File: config.mk
export PLATFORM = sky130hd
export DESIGN_NAME = axi_slice_dc_channel_writer
export DESIGN_NICKNAME = d
export VERILOG_FILES = /design/src/rtl/axi_slice_dc_channel_writer.sv
export SDC_FILE = /design/constraint.sdc
export NUM_CORES = 1
export LEC_CHECK = 0
export BUFFER_PORTS_ARGS = -buffer_cell sky130_fd_sc_hd__buf_2
export CAP_MARGIN = 30
export CORE_UTILIZATION = 30
export CTS_CLUSTER_SIZE = 14
export DETAILED_ROUTE_END_ITERATION = 10
export GPL_TIMING_DRIVEN = 0
export PLACE_DENSITY = 0.48
export SYNTH_ARGS = -nofsm -noshare
export SYNTH_HDL_FRONTEND = slang
export SYNTH_SLANG_ARGS = --single-unit
File: constraint.sdc
create_clock -name clk_i -period 6.05 [get_ports clk_i]
set_input_delay 0.3025 -clock clk_i [delete_from_list [all_inputs] [get_ports clk_i]]
set_output_delay 0.3025 -clock clk_i [all_outputs]
set_load 0.05 [all_outputs]
File: src/rtl/axi_slice_dc_channel_writer.sv
// Write end of one dual-clock AXI slice channel: register buffer, Johnson-coded
// write token, and synchronized Johnson read pointer for occupancy tracking.
module axi_slice_dc_channel_writer #(
    parameter int DATA_WIDTH   = 64,
    parameter int BUFFER_WIDTH = 8,
    parameter int SYNC_STAGES  = 2
) (
    input  logic                               clk_i,
    input  logic                               rst_i,
    input  logic                               isolate_i,
    input  logic                               valid_i,
    output logic                               ready_o,
    input  logic [DATA_WIDTH-1:0]              data_i,
    output logic [BUFFER_WIDTH*DATA_WIDTH-1:0] data_async_o,
    output logic [BUFFER_WIDTH-1:0]            writetoken_o,
    input  logic [BUFFER_WIDTH-1:0]            readpointer_i,
    output logic [$clog2(BUFFER_WIDTH+1)-1:0]  fill_o,
    output logic                               empty_o,
    output logic                               full_o
);
    localparam int N  = BUFFER_WIDTH;
    localparam int KW = $clog2(2*N);
    localparam int SW = $clog2(N);
    localparam int FW = $clog2(N+1);
    localparam logic [KW:0]   TWO_N = (KW+1)'(2*N);
    localparam logic [KW-1:0] N_K   = KW'(N);

    // Position 0..2N-1 of a Johnson code: count of ones, mirrored once the
    // ones have started shifting out (LSB cleared).
    function automatic logic [KW-1:0] code_to_k(input logic [N-1:0] code);
        logic [KW:0] pc;
        pc = '0;
        for (int i = 0; i < N; i++) pc = pc + {{KW{1'b0}}, code[i]};
        if (code[0])
            return KW'(pc);
        else if (pc == '0)
            return '0;
        else
            return KW'(TWO_N - pc);
    endfunction

    function automatic logic [SW-1:0] k_to_slot(input logic [KW-1:0] k);
        return (k >= N_K) ? SW'(k - N_K) : SW'(k);
    endfunction

    function automatic logic [FW-1:0] fill_of(input logic [KW-1:0] kw,
                                              input logic [KW-1:0] kr);
        logic [KW:0] d;
        if (kw >= kr)
            d = {1'b0, kw} - {1'b0, kr};
        else
            d = {1'b0, kw} + TWO_N - {1'b0, kr};
        return FW'(d);
    endfunction

    logic [N-1:0]            r_wr_tok;
    logic [N-1:0]            r_sync [SYNC_STAGES];
    logic [N*DATA_WIDTH-1:0] r_data;

    logic [N-1:0]  w_rd_sync;
    logic [KW-1:0] w_k_wr;
    logic [KW-1:0] w_k_rd;
    logic [SW-1:0] w_slot;
    logic          w_push;

    assign w_rd_sync = r_sync[SYNC_STAGES-1];
    assign w_k_wr    = code_to_k(r_wr_tok);
    assign w_k_rd    = code_to_k(w_rd_sync);
    assign w_slot    = k_to_slot(w_k_wr);

    // Status depends only on registered state, never on valid_i/data_i.
    assign full_o   = (r_wr_tok == ~w_rd_sync);
    assign empty_o  = (r_wr_tok == w_rd_sync);
    assign fill_o   = fill_of(w_k_wr, w_k_rd);
    assign ready_o  = ~full_o & ~isolate_i;
    assign w_push   = valid_i & ready_o;

    assign writetoken_o = r_wr_tok;
    assign data_async_o = r_data;

    always_ff @(posedge clk_i) begin
        if (rst_i) begin
            for (int i = 0; i < SYNC_STAGES; i++) r_sync[i] <= '0;
        end else begin
            r_sync[0] <= readpointer_i;
            for (int i = 1; i < SYNC_STAGES; i++) r_sync[i] <= r_sync[i-1];
        end
    end

    always_ff @(posedge clk_i) begin
        if (rst_i) begin
            r_wr_tok <= '0;
            r_data   <= '0;
        end else if (w_push) begin
            for (int s = 0; s < N; s++) begin
                if (w_slot == SW'(s))
                    r_data[s*DATA_WIDTH +: DATA_WIDTH] <= data_i;
            end
            r_wr_tok <= {r_wr_tok[N-2:0], ~r_wr_tok[N-1]};
        end
    end

endmodule

==> results.yml, run 1 <==
synth:
  async_reset_ff_share_pct: 0
  synth-adder-area-share_pct: 1.46
  syn_area_mm2: 0.0217
  synth_compound_area_share_pct: 0.673
  ys_ff_latch: 536
  synth_cell_types: 35
  synth.area.mux_share_pct: 24.1
  synthFlopType: "dfxtp_1"
  synth_edf_count: 0
  syn_inst: 1960
  syn-num-nets: 2056
  seq_area_frac_synth_pct: 49.3
  synth.avg_cell_area_um2: 11.1
  synth_top_family_by_area: "multiplexers"
  yosys.area_share.simple_pct: 17.9
  yosys.area_share.xor_xnor_pct: 0.627
  ys_warn_count: 0
place:
  dp_hpwl_um: 62000
  gp_congestion: 0.836
  io_buffers: 601
  place_area_mm2: 0.0260
clocking:
  clk_pin_slew_worst_paths_ns: 0.06
  clkLatencyLatePin_ns: 0.63
  clock_sinks: 536
  ctsRootBufferMaster: "clkbuf_16"
  cts_max_level: 2
  clockBufferDepth: 3
  cts_setup_buffers: 0
  cts_tree: "yes"
  cts_buffers: 60
detailed_routing:
  first_pass_iters: 5
  vias: 16200
  avgViaCountPerCell: 4.45
  drc_errors: 0
  wl_um: 81300
  avgRoutedWirePerCell_um: 22.4
  drtAntennaViolNets: 0
  drt_iter0_drc: 635
floorplanning:
  io_pins: 603
  start_util_pct: 30.4
  die_w_um: 271
  num_rows: 98
  dieArea_mm2: 0.0736
  core-area_mm2: 0.0716
  die_h_um: 271
final_layout:
  multiInputGateArea_mm2: 0.00973
  syn_to_final_growth_pct: 29.2
  drive_above_1_share_pct: 28.2
  seqCellArea_mm2: 0.0107
  fill_cells: 7191
  stdcell_area_mm2: 0.0281
  nets: 2730
global_route:
  grt_pass1_wl_um: 116000
  grt_overflow_total: 0
  gr-usage-all-layers_pct: 21.4
  grt_pass1_vias: 16500
  grt_max_degree: 16
  grt_antenna_before_repair: 4
pwr:
  p_sw_uw: 2160
  p_total_uw: 8240
  p_sw_share_pct: 26.2
  power_frac_comb_pct: 11.0
  p_int_uw: 6080
  irDropWorstVdd_uv: 212
  p_leak_uw: 0.0149
  p_clk_share_pct: 45.1
  power_density_mw_per_mm2: 293
  p_seq_share_pct: 43.9
sta:
  drv_slew: 0
  fin_hold_ws_ns: 0.209
  rsz0062_at_grt: "false"
  final.setup.tns_ns: 0
  skew_ns: 0.0217
  fin_crit_ns: 5.75
  setup_viol: 0
  fin_crit_sh_pct: 95.0
  hold_viol: 0
  fmaxAchievable_ghz: 0.174
  tightest_slew_ns: 0.917
  slew_headroom_pct: 38.9
critical_path:
  arrival_ns: 5.45
  crit_path_start_kind: "flop"
  reg2regPathDepth: 15
  critPathRequiredTime_ns: 5.75
  endpoint_kind: "output port"
  path_max_fanout: 6
  critPathKind: "reg2out"
run_status:
  outcome: "completed"
worst_hold_path:
  hp-class: "in2reg"
  holdPathStages: 4
job:
  maxCapViolCount: 0
## routing by layer
| metal | vias up | GRT usage, % | part of all wire (%) |
|---|---|---|---|
| met1 | 7863 | 24.7 | 41 |
| li1 | 7748 | - | - |
| met3 | 113 | 6.02 | 6.7 |
| met4 | 2 | 6.25 | 2.8 |
| met2 | 451 | 38.0 | 50 |
| met5 | - | 0 | 0.016 |
## final cells by class
class | count | area share [%]
diodes | 4 | 0.0356
plain buffers | 190 | 4.23
repair buffers | 612 | 11.2
flip-flops and latches | 536 | 38.2
clock inverters | 16 | 0.793
multi-input cells | 1208 | 34.6
inverters | 26 | 0.347
well taps | 950 | 4.23
clock buffers | 93 | 6.32
## layout by cell type (no fill, tap or decap), types with 2 or more instances in the layout
cell type      netlist  final
clkbuf_1            66     84
inv_1               26     26
bufinv_16            0      5
fa_1                 9      9
o31ai_1              2      2
ha_1                11     11
buf_4               10     10
nor3b_1              2      2
diode_2              0      4
xor2_1               4      4
buf_8                0      2
dfxtp_1            536    536
a21oi_1              8      8
o21ai_0              2      2
mux2i_1            523    523
buf_2                0    601
clkinv_2             0      8
nand2b_1           578    578
a21o_1               2      2
nand4_1              3      3
buf_6               43     43
o211ai_1             2      2
and2_1               3      3
dlygate4sd3_1        0      8
nand2_1              3      3
nor2_1              15     15
buf_1               64     64
o211a_1              2      2
nor2b_1             16     16
nand3_1              5      5
xnor2_1              9      9
clkbuf_16            0     60
buf_12               7      7
clkbuf_8             0     15
## cells in the mapped netlist, drive strengths merged, types with 2 or more instances
cell | number | area, um2
nor3b | 2 | 15.0
a21o | 2 | 15.0
o21ai | 2 | 10.0
nand2 | 3 | 11.3
nor2b | 16 | 100
xor2 | 4 | 35.0
dfxtp | 536 | 10700
nand2b | 578 | 3620
nand4 | 3 | 18.8
mux2i | 523 | 5240
fa | 9 | 180
inv | 26 | 97.6
o31ai | 2 | 15.0
xnor2 | 9 | 78.8
clkbuf | 66 | 248
nor2 | 15 | 56.3
o211ai | 2 | 15.0
a21oi | 8 | 40.0
ha | 11 | 138
or4 | 2 | 18.8
and2 | 3 | 18.8
buf | 124 | 940
nand3 | 6 | 35.0
o211a | 2 | 20.0
## worst max-delay path, cell delays in order (launching register included)
cell     delay, ns
dfxtp_1       0.47
fa_1          0.47
inv_1         0.08
fa_1          0.42
fa_1          0.49
inv_1         0.04
ha_1          0.21
fa_1          0.56
inv_1         0.07
ha_1          0.30
mux2i_1       0.37
inv_1         0.24
ha_1          0.33
a21o_1        0.18
a21oi_1       0.16
xnor3_1       0.22
buf_2         0.23
## metrics by stage
step,worst slack [ns],std cells,util [%]
CTS,0.247,3631,39.2
floorplan,0.761,1960,-
global route,0.0380,3632,39.2
detailed placement,0.911,3514,36.3
global placement,0.994,3511,36.2
finish,0.300,3635,39.2
## state kept, by name, indices dropped and copies added, names as in the netlist
register / cells
data_async_o: 512
r_sync: 16
writetoken_o: 8
## kinds of logic after synthesis
group	Yosys count
AO/OA/AOI/OAI	22
XOR/XNOR	14
adder cells (fa/ha/maj)	20
buffers and inverters	216
flip-flops	536
multiplexers	523
AND/OR/NAND/NOR	629
## power by group through the flow
stage               Combinational (uW)  Clock, uW  Sequential [uW]
detailed placement                 919          0             3690
floorplan                          439          0             3870
CTS                                925       3810             3620
global route                       957       3970             3620
finish                             908       3720             3620
global placement                   908          0             3690
## timing repair
action	in CTS	in global routing
hold endpoints to repair	8	0
hold buffers	8	0
resized for setup	0	0
## worst paths after layout
kind | startpoint | to | slack (ns)
worst max register to register | writetoken_o[3] | data_async_o[134] | 1.25
worst min-delay path | data_i[50] | data_async_o[498] | 0.21
worst min register to register | r_sync[0][7] | r_sync[0][15] | 0.43
worst max-delay path | writetoken_o[3] | fill_o[3] | 0.30
No activity file was read; power rests on OpenSTA's default activity.
==> inputs of run 2 (changes only) <==
clock period = 5.55 ns   (was 6.05 ns; I/O delays follow)
==> run 2 against run 1 <==
Via count shrank 0.23%. Critical endpoint unchanged. Register-to-register slack lost 0.25 ns. Final cell count about the same. Sequential power rose by 8.8%. Clock skew about the same. Utilization up 0.072 points.
==> results.yml, run 2 (synthesis gave the netlist of run 1 again) <==
run_status:
  outcome: "completed"
pwr:
  power_density_mw_per_mm2: 320
  p_leak_uw: 0.0149
  irDropWorstVdd_uv: 231
worst_hold_path:
  holdPathStages: 4
  hp-class: "in2reg"
detailed_routing:
  first_pass_iters: 5
  avgRoutedWirePerCell_um: 22.4
  vias: 16100
  wl_um: 81400
  drc_errors: 0
  drtAntennaViolNets: 0
  avgViaCountPerCell: 4.44
  drt_iter0_drc: 675
final_layout:
  drive_above_1_share_pct: 28.6
  nets: 2733
  stdcell_area_mm2: 0.0281
  largest_reg_flops: 512
  layout_common_cells: "600 x buf_2, 578 x nand2b_1, 534 x dfxtp_1"
  layout_commonest_cell: "buf_2"
  fin_cells: 3638
  syn_to_final_growth_pct: 29.4
floorplanning:
  die_w_um: 271
  io_pins: 603
  dieArea_mm2: 0.0736
  num_rows: 98
  die_h_um: 271
  core-area_mm2: 0.0716
  start_util_pct: 30.4
clocking:
  clk_pin_slew_worst_paths_ns: 0.06
  clockBufferDepth: 3
  cts_max_level: 2
  cts_buffers: 60
  cts_tree: "yes"
  clkLatencyLatePin_ns: 0.63
  clock_sinks: 536
  ctsRootBufferMaster: "clkbuf_16"
global_route:
  grt_pass1_wl_um: 116000
  grt_max_degree: 16
  grt_antenna_before_repair: 4
  grt_pass1_vias: 16500
  gr-usage-all-layers_pct: 21.4
  grt_overflow_total: 0
place:
  place_area_mm2: 0.0260
  gp_congestion: 0.836
  dp_slack_ns: 0.436
  dp_hpwl_um: 62000
  placed_cells_incl_taps: 3514
  io_buffers: 601
sta:
  fin_crit_sh_pct: 95.9
  hold_viol: 0
  drv_slew: 0
  slew_headroom_pct: 37.9
  fin_crit_ns: 5.32
  setup_ws_ns: 0.227
  tightest_slew_ns: 0.931
  rsz0062_at_grt: "false"
  fin_hold_ws_ns: 0.184
  skew_ns: 0.0222
  fmaxAchievable_ghz: 0.188
  final.setup.tns_ns: 0
  setup_viol: 0
critical_path:
  endpoint_kind: "output port"
  crit_path_start_kind: "flop"
  critPathKind: "reg2out"
  rrSetupSlack_ns: 1.00
  reg2regPathDepth: 16
  path_max_fanout: 6
  max_stage_delay_ns: 0.56
  critPathRequiredTime_ns: 5.27
  cp_slowest_cell: "fa_2"
  worstPathCellList: "fa_1 > inv_1 > fa_1 > fa_1 > inv_1 > ha_1 > fa_2 > inv_1 > ha_1 > mux2i_4 > inv_2 > ha_1 > a21o_1 > a21oi_1 > xnor3_1 > buf_4"
  arrival_ns: 5.05
job:
  maxCapViolCount: 0
## run 2: changes by cell type in the layout (fill, tap and decap cells not counted), sizes merged
cell / previous run / this run
buf: 728 / 731
## run 2: final timing paths
check / end / from
min: data_async_o[498] / data_i[50]
max reg2reg: data_async_o[391] / writetoken_o[0]
max: fill_o[3] / writetoken_o[0]
min reg2reg: r_sync[0][15] / r_sync[0][7]
## run 2: critical path, delay by kind of cell (launching register included)
kind	cells	cell delay (ns)
adder cells (fa/ha/maj)	7	2.88
buffers and inverters	5	0.46
flip-flops	1	0.34
AO/OA/AOI/OAI	2	0.34
XOR/XNOR	1	0.22
multiplexers	1	0.20
## run 2: cell type report
class                      instances  area [um2]
multi-input combinational       1208        9760
clock buffer                      93        1780
timing repair buffer             615        3170
inverter                          26        97.6
tap                              950        1190
clock inverter                    16         223
buffer                           190        1190
antenna                            4        10.0
fill                            7194       43500
sequential                       536       10700
## run 2: through the flow
step | total power [uW] | utilization, %
6_report | 9000 | 39.3
5_1_grt | 9330 | 39.3
4_1_cts | 9110 | 39.2
3_5_place_dp | 5030 | 36.3
3_3_place_gp | 5010 | 36.2
2_1_floorplan | 4700 | -
## run 2: per-layer routing
| layer | part of all wire, % | track usage (%) | vias up | wire, um |
|---|---|---|---|---|
| met5 | 0.016 | 0 | - | 13 |
| met1 | 41 | 24.7 | 7829 | 33200 |
| li1 | - | - | 7747 | - |
| met3 | 6.6 | 6.02 | 111 | 5360 |
| met4 | 2.8 | 6.25 | 2 | 2290 |
| met2 | 50 | 38.1 | 451 | 40500 |
## run 2: repair_timing
item | CTS | global route
endpoints found under the hold margin | 8 | 0
setup endpoints to repair | 2 | 2
hold buffers | 8 | 0
gates resized for setup | 6 | 4
setup buffers | 0 | 3
pin swaps | 0 | 1
## run 2: report_power, final
part | internal [uW] | leakage (uW) | switching, uW
clock | 2420 | 0.000982 | 1640
combinational | 310 | 0.00963 | 693
sequential | 3910 | 0.00433 | 31.8
total | 6640 | 0.0149 | 2360
